### src/rtl/pong_pkg.sv
// Shared definitions for the pong display pipeline: raster segment encoding and the
// default VGA 640x480@60 timing used by the raster, paddle, ball and renderer blocks.
package pong_pkg;

  typedef enum logic [1:0] {
    SEG_ACTIVE,
    SEG_FRONT,
    SEG_SYNC,
    SEG_BACK
  } seg_t;

  localparam int VGA_CLKS_PER_PIXEL = 2;
  localparam int VGA_ACTIVE_COLS    = 640;
  localparam int VGA_H_FRONT        = 16;
  localparam int VGA_H_SYNC         = 96;
  localparam int VGA_H_BACK         = 48;
  localparam int VGA_ACTIVE_ROWS    = 480;
  localparam int VGA_V_FRONT        = 10;
  localparam int VGA_V_SYNC         = 2;
  localparam int VGA_V_BACK         = 33;
  localparam int VGA_SYNC_ACTIVE    = 0;

  // Bit width able to hold 0..n-1, never narrower than one bit.
  function automatic int cnt_width(input int n);
    return (n > 1) ? $clog2(n) : 1;
  endfunction

endpackage

### src/rtl/vga_axis.sv
// One raster axis: a wrapping position counter plus its ACTIVE/FRONT/SYNC/BACK segment FSM.
// cnt/seg present the values the axis takes at the coming edge, so the parent can register aligned outputs.
module vga_axis
  import pong_pkg::*;
#(
  parameter int ACTIVE = 640,
  parameter int FRONT  = 16,
  parameter int SYNC   = 96,
  parameter int BACK   = 48,
  localparam int TOTAL = ACTIVE + FRONT + SYNC + BACK,
  localparam int CW    = cnt_width(TOTAL)
) (
  input  logic          clk,
  input  logic          rst_n,
  input  logic          step,
  output logic [CW-1:0] cnt,
  output seg_t          seg,
  output logic          wrap
);

  if (ACTIVE < 2 || FRONT < 1 || SYNC < 1 || BACK < 1) begin : g_bad_params
    $error("vga_axis: ACTIVE must be >= 2 and every porch/sync width >= 1");
  end

  logic [CW-1:0] cnt_q, cnt_d;
  seg_t          seg_q, seg_d;

  always_comb begin
    wrap  = step && (cnt_q == CW'(TOTAL - 1));
    cnt_d = cnt_q;
    seg_d = seg_q;
    if (step) begin
      cnt_d = wrap ? '0 : cnt_q + CW'(1);
      // Segment changes exactly on the counts where a new segment begins.
      if (cnt_d == '0)                               seg_d = SEG_ACTIVE;
      else if (cnt_d == CW'(ACTIVE))                 seg_d = SEG_FRONT;
      else if (cnt_d == CW'(ACTIVE + FRONT))         seg_d = SEG_SYNC;
      else if (cnt_d == CW'(ACTIVE + FRONT + SYNC))  seg_d = SEG_BACK;
    end
  end

  always_ff @(posedge clk) begin
    if (!rst_n) begin
      cnt_q <= '0;
      seg_q <= SEG_ACTIVE;
    end else begin
      cnt_q <= cnt_d;
      seg_q <= seg_d;
    end
  end

  assign cnt = cnt_d;
  assign seg = seg_d;

endmodule

### src/rtl/vga_timing.sv
// Raster generator: pixel prescaler, horizontal and vertical axes, and a bank of output
// registers so row/col/active/hsync/vsync/pixel_tick/frame_tick all describe the same pixel.
module vga_timing
  import pong_pkg::*;
#(
  parameter int CLKS_PER_PIXEL = VGA_CLKS_PER_PIXEL,
  parameter int ACTIVE_COLS    = VGA_ACTIVE_COLS,
  parameter int H_FRONT        = VGA_H_FRONT,
  parameter int H_SYNC         = VGA_H_SYNC,
  parameter int H_BACK         = VGA_H_BACK,
  parameter int ACTIVE_ROWS    = VGA_ACTIVE_ROWS,
  parameter int V_FRONT        = VGA_V_FRONT,
  parameter int V_SYNC         = VGA_V_SYNC,
  parameter int V_BACK         = VGA_V_BACK,
  parameter int SYNC_ACTIVE    = VGA_SYNC_ACTIVE,
  localparam int COL_W         = $clog2(ACTIVE_COLS),
  localparam int ROW_W         = $clog2(ACTIVE_ROWS)
) (
  input  logic             clk,
  input  logic             rst_n,
  output logic             pixel_tick,
  output logic [COL_W-1:0] col,
  output logic [ROW_W-1:0] row,
  output logic             active,
  output logic             hsync,
  output logic             vsync,
  output logic             frame_tick
);

  localparam int   H_TOTAL  = ACTIVE_COLS + H_FRONT + H_SYNC + H_BACK;
  localparam int   V_TOTAL  = ACTIVE_ROWS + V_FRONT + V_SYNC + V_BACK;
  localparam int   HW       = cnt_width(H_TOTAL);
  localparam int   VW       = cnt_width(V_TOTAL);
  localparam int   PW       = cnt_width(CLKS_PER_PIXEL);
  localparam logic SYNC_LVL = (SYNC_ACTIVE != 0);

  if (CLKS_PER_PIXEL < 1) begin : g_bad_params
    $error("vga_timing: CLKS_PER_PIXEL must be >= 1");
  end

  logic [PW-1:0] presc_q, presc_d;
  logic          advance;

  logic [HW-1:0] h_cnt;
  logic [VW-1:0] v_cnt;
  seg_t          h_seg, v_seg;
  logic          h_wrap, v_wrap;

  logic             pixel_tick_q, pixel_tick_d;
  logic [COL_W-1:0] col_q, col_d;
  logic [ROW_W-1:0] row_q, row_d;
  logic             active_q, active_d;
  logic             hsync_q, hsync_d;
  logic             vsync_q, vsync_d;
  logic             frame_tick_q, frame_tick_d;

  always_comb begin
    advance = (presc_q == PW'(CLKS_PER_PIXEL - 1));
    presc_d = advance ? '0 : presc_q + PW'(1);
  end

  vga_axis #(
    .ACTIVE (ACTIVE_COLS),
    .FRONT  (H_FRONT),
    .SYNC   (H_SYNC),
    .BACK   (H_BACK)
  ) u_h_axis (
    .clk   (clk),
    .rst_n (rst_n),
    .step  (advance),
    .cnt   (h_cnt),
    .seg   (h_seg),
    .wrap  (h_wrap)
  );

  vga_axis #(
    .ACTIVE (ACTIVE_ROWS),
    .FRONT  (V_FRONT),
    .SYNC   (V_SYNC),
    .BACK   (V_BACK)
  ) u_v_axis (
    .clk   (clk),
    .rst_n (rst_n),
    .step  (h_wrap),
    .cnt   (v_cnt),
    .seg   (v_seg),
    .wrap  (v_wrap)
  );

  // Output registers load from the axes' upcoming state, landing in the same edge as the counters.
  always_comb begin
    pixel_tick_d = advance;
    col_d        = (h_seg == SEG_ACTIVE) ? COL_W'(h_cnt) : '0;
    row_d        = (v_seg == SEG_ACTIVE) ? ROW_W'(v_cnt) : '0;
    active_d     = (h_seg == SEG_ACTIVE) && (v_seg == SEG_ACTIVE);
    hsync_d      = (h_seg == SEG_SYNC) ? SYNC_LVL : !SYNC_LVL;
    vsync_d      = (v_seg == SEG_SYNC) ? SYNC_LVL : !SYNC_LVL;
    frame_tick_d = h_wrap && !v_wrap && (v_cnt == VW'(ACTIVE_ROWS));
  end

  always_ff @(posedge clk) begin
    if (!rst_n) begin
      presc_q      <= '0;
      pixel_tick_q <= 1'b0;
      col_q        <= '0;
      row_q        <= '0;
      active_q     <= 1'b1;
      hsync_q      <= !SYNC_LVL;
      vsync_q      <= !SYNC_LVL;
      frame_tick_q <= 1'b0;
    end else begin
      presc_q      <= presc_d;
      pixel_tick_q <= pixel_tick_d;
      col_q        <= col_d;
      row_q        <= row_d;
      active_q     <= active_d;
      hsync_q      <= hsync_d;
      vsync_q      <= vsync_d;
      frame_tick_q <= frame_tick_d;
    end
  end

  assign pixel_tick = pixel_tick_q;
  assign col        = col_q;
  assign row        = row_q;
  assign active     = active_q;
  assign hsync      = hsync_q;
  assign vsync      = vsync_q;
  assign frame_tick = frame_tick_q;

endmodule

### config.mk
export PLATFORM = sky130hd
export DESIGN_NAME = vga_timing
export DESIGN_NICKNAME = d
export VERILOG_FILES = /design/src/rtl/pong_pkg.sv /design/src/rtl/vga_axis.sv /design/src/rtl/vga_timing.sv
export SDC_FILE = /design/constraint.sdc
export NUM_CORES = 1
export LEC_CHECK = 0
export CAP_MARGIN = 20
export CORE_ASPECT_RATIO = 1.2
export CORE_MARGIN = 2
export CORE_UTILIZATION = 51
export DETAILED_ROUTE_END_ITERATION = 6
export PLACE_DENSITY = 0.83
export SKIP_CTS_REPAIR_TIMING = 1
export SLEW_MARGIN = 10
export SYNTH_ARGS = -nofsm -noshare
export SYNTH_HDL_FRONTEND = slang
export SYNTH_SLANG_ARGS = --single-unit
### constraint.sdc
create_clock -name clk -period 2.45 [get_ports clk]
set_input_delay 0.49 -clock clk [delete_from_list [all_inputs] [get_ports clk]]
set_output_delay 0.49 -clock clk [all_outputs]
set_load 0.01 [all_outputs]
==> results of run 1 <==
[power breakdown]
group,internal [W],total [W],switching (W),leakage (nW)
registers,0.000807,0.000818,0.0000108,0.400
logic,0.0000488,0.000113,0.0000646,0.922
clock network,0.000203,0.000477,0.000275,0.0481
[cells in the final DEF (no fill, tap or decap), drive strengths merged, types with 5 or more instances in the layout]
cell type and count:
buf 53, dfxtp 49, nor2 35, nand2 34, clkdlybuf4s50 25, o21ai 18, nor3 16, nand3 13
inv 11, a21oi 10, nor4 10, xor2 9, xnor2 9, and3 6, clkbuf 6, o31ai 5
nand4 5, and2 5
[critical path, stage by stage (launching register included)]
cell and delay, ns:
dfxtp_2 0.36, ha_4 0.15, nand4_4 0.13, or3_4 0.36
or3_4 0.35, a221oi_4 0.36, nand3_2 0.17, o21ai_4 0.19
a22oi_4 0.08, buf_12 0.16, nor4_2 0.21
[Yosys cell counts (2+ instances only)]
master    number
and2_1         4
a21oi_1       10
nand4_1        4
a22oi_1        2
nor2_1        35
inv_1         11
nor2b_1        4
nor3b_1        4
buf_4          4
o21ai_0       16
xnor2_1        9
dfxtp_1       49
buf_1          2
nand4b_1       3
a21o_1         3
buf_2          9
nand2b_1       2
clkbuf_1       6
nand2_1       34
and4_1         3
or3_1          4
o31ai_1        5
xor2_1         9
ha_1           3
or4_1          4
a211oi_1       2
and3_1         5
nor3_1        15
nor4_1         6
nor4_2         4
o31a_1         2
nand3_1       12
[layout make-up]
class	instances	share of cell area (%)
multi-input combinational	232	46.20
sequential	49	28.48
timing repair buffer	79	19.37
tap	60	2.152
clock buffer	5	1.973
inverter	11	1.184
clock inverter	3	0.6456
[worst paths after layout]
| check | to | cells past startpoint | startpoint | slack (ns) |
|---|---|---|---|---|
| max | row[1] | 10 | u_v_axis.cnt_q[1] | -0.16 |
| max reg2reg | row[1] | 10 | u_v_axis.cnt_q[1] | -0.16 |
| min | vsync | 2 | u_v_axis.seg_q[0] | 0.54 |
| min reg2reg | vsync | 2 | u_v_axis.seg_q[0] | 0.54 |
[per-layer routing]
layer | up-vias | global-route usage, %
li1 | 1240 | -
met1 | 1256 | 24.32
met2 | 96 | 46.06
met3 | 35 | 3.155
met4 | 0 | 14.12
met5 | - | 0
[cells by family after synthesis]
group,after synthesis
flip-flops,49
buffers and inverters,32
multiplexers,2
AND/OR/NAND/NOR,153
AO/OA/AOI/OAI,56
XOR/XNOR,18
adder cells (fa/ha/maj),3
[flip-flops by register name (all words and copies together) (netlist names)]
signal,cells
active,1
advance,1
col,10
frame_tick,1
hsync,1
pixel_tick,1
row,9
u_h_axis.cnt_q,10
u_h_axis.seg_q,2
u_v_axis.cnt_q,10
u_v_axis.seg_q,2
vsync,1
[through the flow]
stage / util, % / setup TNS, ns / total power (W) / instance area, sq um
after floorplan: - / 0 / 0.0008843 / 2610
after global placement: 65.60 / -0.5256 / 0.0009298 / 3241
after detailed placement: 65.60 / -2.307 / 0.0009322 / 3241
after CTS: 67.45 / -2.909 / 0.001394 / 3332
after global routing: 70.62 / -3.025 / 0.001458 / 3488
final: 70.62 / -1.143 / 0.001409 / 3488
==> metrics.txt, run 1 <==
H-tree lvl count=2; WL final=about 7400 um; Compound-Gate Fraction of Synth Area=approximately 16%; Mapped Area=2604 sq um; Routed Antenna Nets=0; most area-consuming cells after synthesis=dfxtp_1 (38%), nor2_1 (5.0%), nand2_1 (4.9%); max layer used=met4; Worst setup EP type=register; number of max-cap violations=0; post-synthesis sequential area ratio=37.67%; Num CTS Buffers=5; routed length on met2=4006 um; Yosys cell types=60; Slew headroom=62.02%; Core ar.=4940 sq um; Slew @ Worst Pin=0.5691 ns; post-synthesis net count=~320; minimum clock period=2.609 ns; area occupied by multi-input gates=around 1600 sq um; met3 routed WL=281 um; VDD IR-drop max=464.1 uV; main combinational cell family by area after synthesis=simple AND/OR/NAND/NOR gates; leading area contributor after synthesis=dfxtp_1; DRC viols=0; Avg Cell Area, Syn=8.319 sq um; routability cong.=0.9399; fin nets=between 300 and 400; Hold Violations, Final=0; clk buf depth=2; final number of setup-violating endpoints=12; Filler Cell Count=366; hpwl dp=5007 um; Area Overhead vs Synth=33.97%; Placed Cells=430; initial DRC count=285; Die Span X=69.23 um; Starting Density=52.71%; vias per cell=5.984; fin. max-slew vios=0; mux share of post-synthesis cell area=0.8169%; worst setup margin=-0.1593 ns; CP startpoint kind=register; HP Class=reg -> reg; first-pass GRT wire length=10660 um; dpl ws=-0.1836 ns; register bit total from synthesis=49; Pwr Density=about 400 nW/um^2; wl on met1=2729 um; status=finished, violations left; kind of critical path=reg -> reg; Leak=1.370 nW; Root Driver=clkbuf_8; initial antenna violation count=0; Post-Layout Cell Count=roughly 440; Post-Synth Adder-Cell Area=1.442%; Post-synth EDFFs=0; Synth Area in XOR/XNOR=6.055%; Worst Skew=0.01299 ns; final hold slack=0.5400 ns; RSZ-0062 raised after global routing=yes; ys async rst share=0%; worst skew pair latency=0.31 ns; final worst-path cycle share=106.5%; clock sinks=slightly below 50; Worst EP required=2.66 ns; top cell type's share of synthesized area=37.67%; cell count after synthesis=approximately 310; largest net degree at the start of global routing=17; vias in the first global route=2434; Synth Area in Simple Gates=32.44%; drt pass-1 iters=6; yosys warns=0; CTS tree=built; share of cells above drive strength 1=26.12%; total gr overflow=0; Via Count=2627; I/O pin cnt=26; CTS clk-pin slew, worst paths=0.10 ns; Rows=28; die area=around 5700 sq um; failing checks=negative setup slack; die height=around 80 um; register area=around 1000 sq um; crit path max fanout=10; global-route usage over all layers=23.62%; DR WL/cell=~17 um; Crit path arrival time=2.82 ns; antenna cells=0; Top FF cell, synth=dfxtp_1; port buffer count=25; fmax=383.3 MHz
(Power assumes the default switching activity.)
==> run 2, diff against run 1 <==
Settings changed: ABC_AREA set to 1, CORE_UTILIZATION 51 to 53, CTS_BUF_LIST set to sky130_fd_sc_hd__clkbuf_4 sky130_fd_sc_hd__clkbuf_8, PLACE_DENSITY 0.83 to 0.86.
==> metrics.txt, run 2 <==
status=finished clean; initial DRC count=207 (-27%); yosys warns=0 (unchanged); worst skew pair latency=0.31 ns (about the same); I/O pin cnt=26 (unchanged); Post-synth EDFFs=0 (unchanged); drt pass-1 iters=5 (-1); Worst EP required=2.70 ns (+0.04 ns); Post-Layout Cell Count=453 (+3.2%); fin nets=399 (+4.2%); commonest non-fill, non-tap cell in the layout=nand2_1; cell count after synthesis=360 (+15%); crit path max fanout=11 (+1); Worst Skew=0.004969 ns (-0.008017 ns); number of max-cap violations=0 (unchanged); Crit path arrival time=2.44 ns (-0.38 ns); die area=5329 sq um (-6.4%); DR WL/cell=12.04 um (-28%); Synth top cells by count=nand2_1 (96), dfxtp_1 (49), inv_1 (47), nor2_1 (46), nand3_1 (23); Root Driver=clkbuf_8; fmax=457.3 MHz (+19%); register bit total from synthesis=49 (unchanged); Die Span X=66.98 um (-3.3%); setup TNS=0 ns (+1.143 ns); vias in the first global route=2252 (-7.5%); routability cong.=0.9323 (-0.81%); H-tree lvl count=2 (unchanged); global-route usage over all layers=22.84% (-0.78 points); minimum clock period=2.187 ns (-0.4225 ns); min-delay src=u_v_axis.cnt_q[9]; vias per cell=5.223 (-13%); CP startpoint kind=register; leading area contributor after synthesis=dfxtp_1; HP Class=reg -> reg; fin. max-slew vios=0 (unchanged); Routed Antenna Nets=0 (unchanged); Final Core Density=64.52% (-6.1 points); post-synthesis net count=365 (+15%); Via Count=2366 (-9.9%); top cell type's share of synthesized area=38.89% (+1.2 points); critical path's slowest cell=dfxtp_2; clk buf depth=2 (unchanged); count leader, synth=nand2_1; antenna cells=0 (unchanged); CTS clk-pin slew, worst paths=0.09 ns (about the same); die height=79.57 um (-3.3%); VDD IR-drop max=412.3 uV (-11%); Worst Hold Endpoint=u_v_axis.cnt_q[9]; hpwl dp=4230 um (-16%); post-synthesis sequential area ratio=38.89% (+1.2 points); WHS Path Cells=2 (unchanged); Filler Cell Count=421 (+15%); most frequent cells in the layout=nand2_1 (96), dfxtp_1 (48), inv_1 (47); ys async rst share=0% (unchanged); Num CTS Buffers=5 (unchanged); kind of critical path=reg -> reg; reg2reg setup slack=0.26 ns (+0.42 ns); Pwr Density=461.1 nW/um^2 (+14%); most frequent CP cell=nand2_2; Slew @ Worst Pin=0.4804 ns (-0.08867 ns); CTS tree=built; share of cells above drive strength 1=16.20% (-9.9 points); cell family with most CP delay=simple AND/OR/NAND/NOR gates; Placed Cells=442 (+2.8%); Yosys cell types=32 (-47%); Buffers & Inverters on Critical Path=2 (+1); final number of setup-violating endpoints=0 (-12); Critical R2R Launch=u_h_axis.cnt_q[0]; worst flop-to-flop path endpoint=col[0]; largest net degree at the start of global routing=18 (+1); CP Cell Sequence=ha_2 -> nand3_2 -> nor2_4 -> nand3_4 -> nand2_2 -> nand3_1 -> nor2_1 -> nand3_1 -> nand2_1 -> inv_2 -> nand2_2 -> nand2_2 -> nor2_4 -> inv_6 -> nor2_2; Top FF cell, synth=dfxtp_1; R2R cell count=15 (+5); worst setup margin=0.2632 ns (+0.4225 ns); most area-consuming cells after synthesis=dfxtp_1 (39%), nand2_1 (14%), inv_1 (7.0%); initial antenna violation count=0 (unchanged); clock sinks=49 (unchanged); Hold Violations, Final=0 (unchanged); port buffer count=25 (unchanged); Slew headroom=67.63% (+5.6 points); final worst-path cycle share=89.26% (-17 points); DRC viols=0 (unchanged); first-pass GRT wire length=9487 um (-11%); Worst setup EP type=register; Area Overhead vs Synth=17.51%; Avg Cell Area, Syn=7.007 sq um (-16%); Crit path largest cell delay=0.39 ns (+0.03 ns); Core ar.=4594 sq um (-7.0%); dpl ws=0.1239 ns (+0.3075 ns); Leak=1.140 nW (-17%); Mapped Area=2522 sq um (-3.1%); Starting Density=54.90% (+2.2 points); total gr overflow=0 (unchanged); RSZ-0062 raised after global routing=no; Rows=27 (-3.6%); WL final=5455 um (-26%)
run 2: area by class of cell:
cell class / count / area, sq um / area share, %
repair buffers: 33 / 310.3 / 10.47
clock inverters: 3 / 26.28 / 0.8865
well taps: 58 / 72.57 / 2.448
clock buffers: 5 / 68.82 / 2.322
flip-flops and latches: 49 / 982.2 / 33.14
multi-input cells: 254 / 1308 / 44.11
inverters: 51 / 196.4 / 6.627
run 2: tightest hold or removal path, stage by stage (launching register included):
cell	delay (ns)
dfxtp_1	0.33
inv_1	0.07
a211oi_1	0.06
run 2: cells by family after synthesis:
group                      synth area share, %
AOI/OAI and AO/OA                        7.143
xor gates and xnor gates                 1.042
adders and majority gates                1.488
buffers and inverters                    9.375
DFF                                      38.89
and+or+nand+nor                          42.06
run 2: stage by stage:
stage	hold slack, ns	power (W)	cell area, sq um
6_report	0.4987	0.001367	2964
5_1_grt	0.5512	0.001418	2964
4_1_cts	0.5001	0.001383	2938
3_5_place_dp	0.4861	0.0008853	2843
3_3_place_gp	0.4891	0.0008835	2843
2_1_floorplan	0.4634	0.0008639	2522
run 2: report_power, final:
part,internal (W),switching [W]
Sequential,0.000804,0.00000648
Clock,0.000208,0.000290
Combinational,0.0000213,0.0000373
Total,0.00103,0.000334
run 2: how the worst max path moves through the flow:
stage / from / slack [ns] / depth (start not counted) / end
floorplan: u_h_axis.cnt_q[0] / 0.50 / 15 / hsync
global placement: u_h_axis.cnt_q[0] / 0.20 / 14 / col[6]
detailed placement: u_h_axis.cnt_q[0] / 0.12 / 15 / col[0]
CTS: u_h_axis.cnt_q[0] / 0.09 / 15 / col[0]
global route: u_h_axis.cnt_q[0] / 0.001 / 15 / col[7]
finish: u_h_axis.cnt_q[0] / 0.26 / 15 / col[0]
run 2: layer usage:
metal / share of wire [%] / GRT usage [%]
met1: 40 / 26.15
met5: 0 / 0
met3: 4.7 / 4.654
met2: 53 / 40.40
met4: 2.1 / 9.796
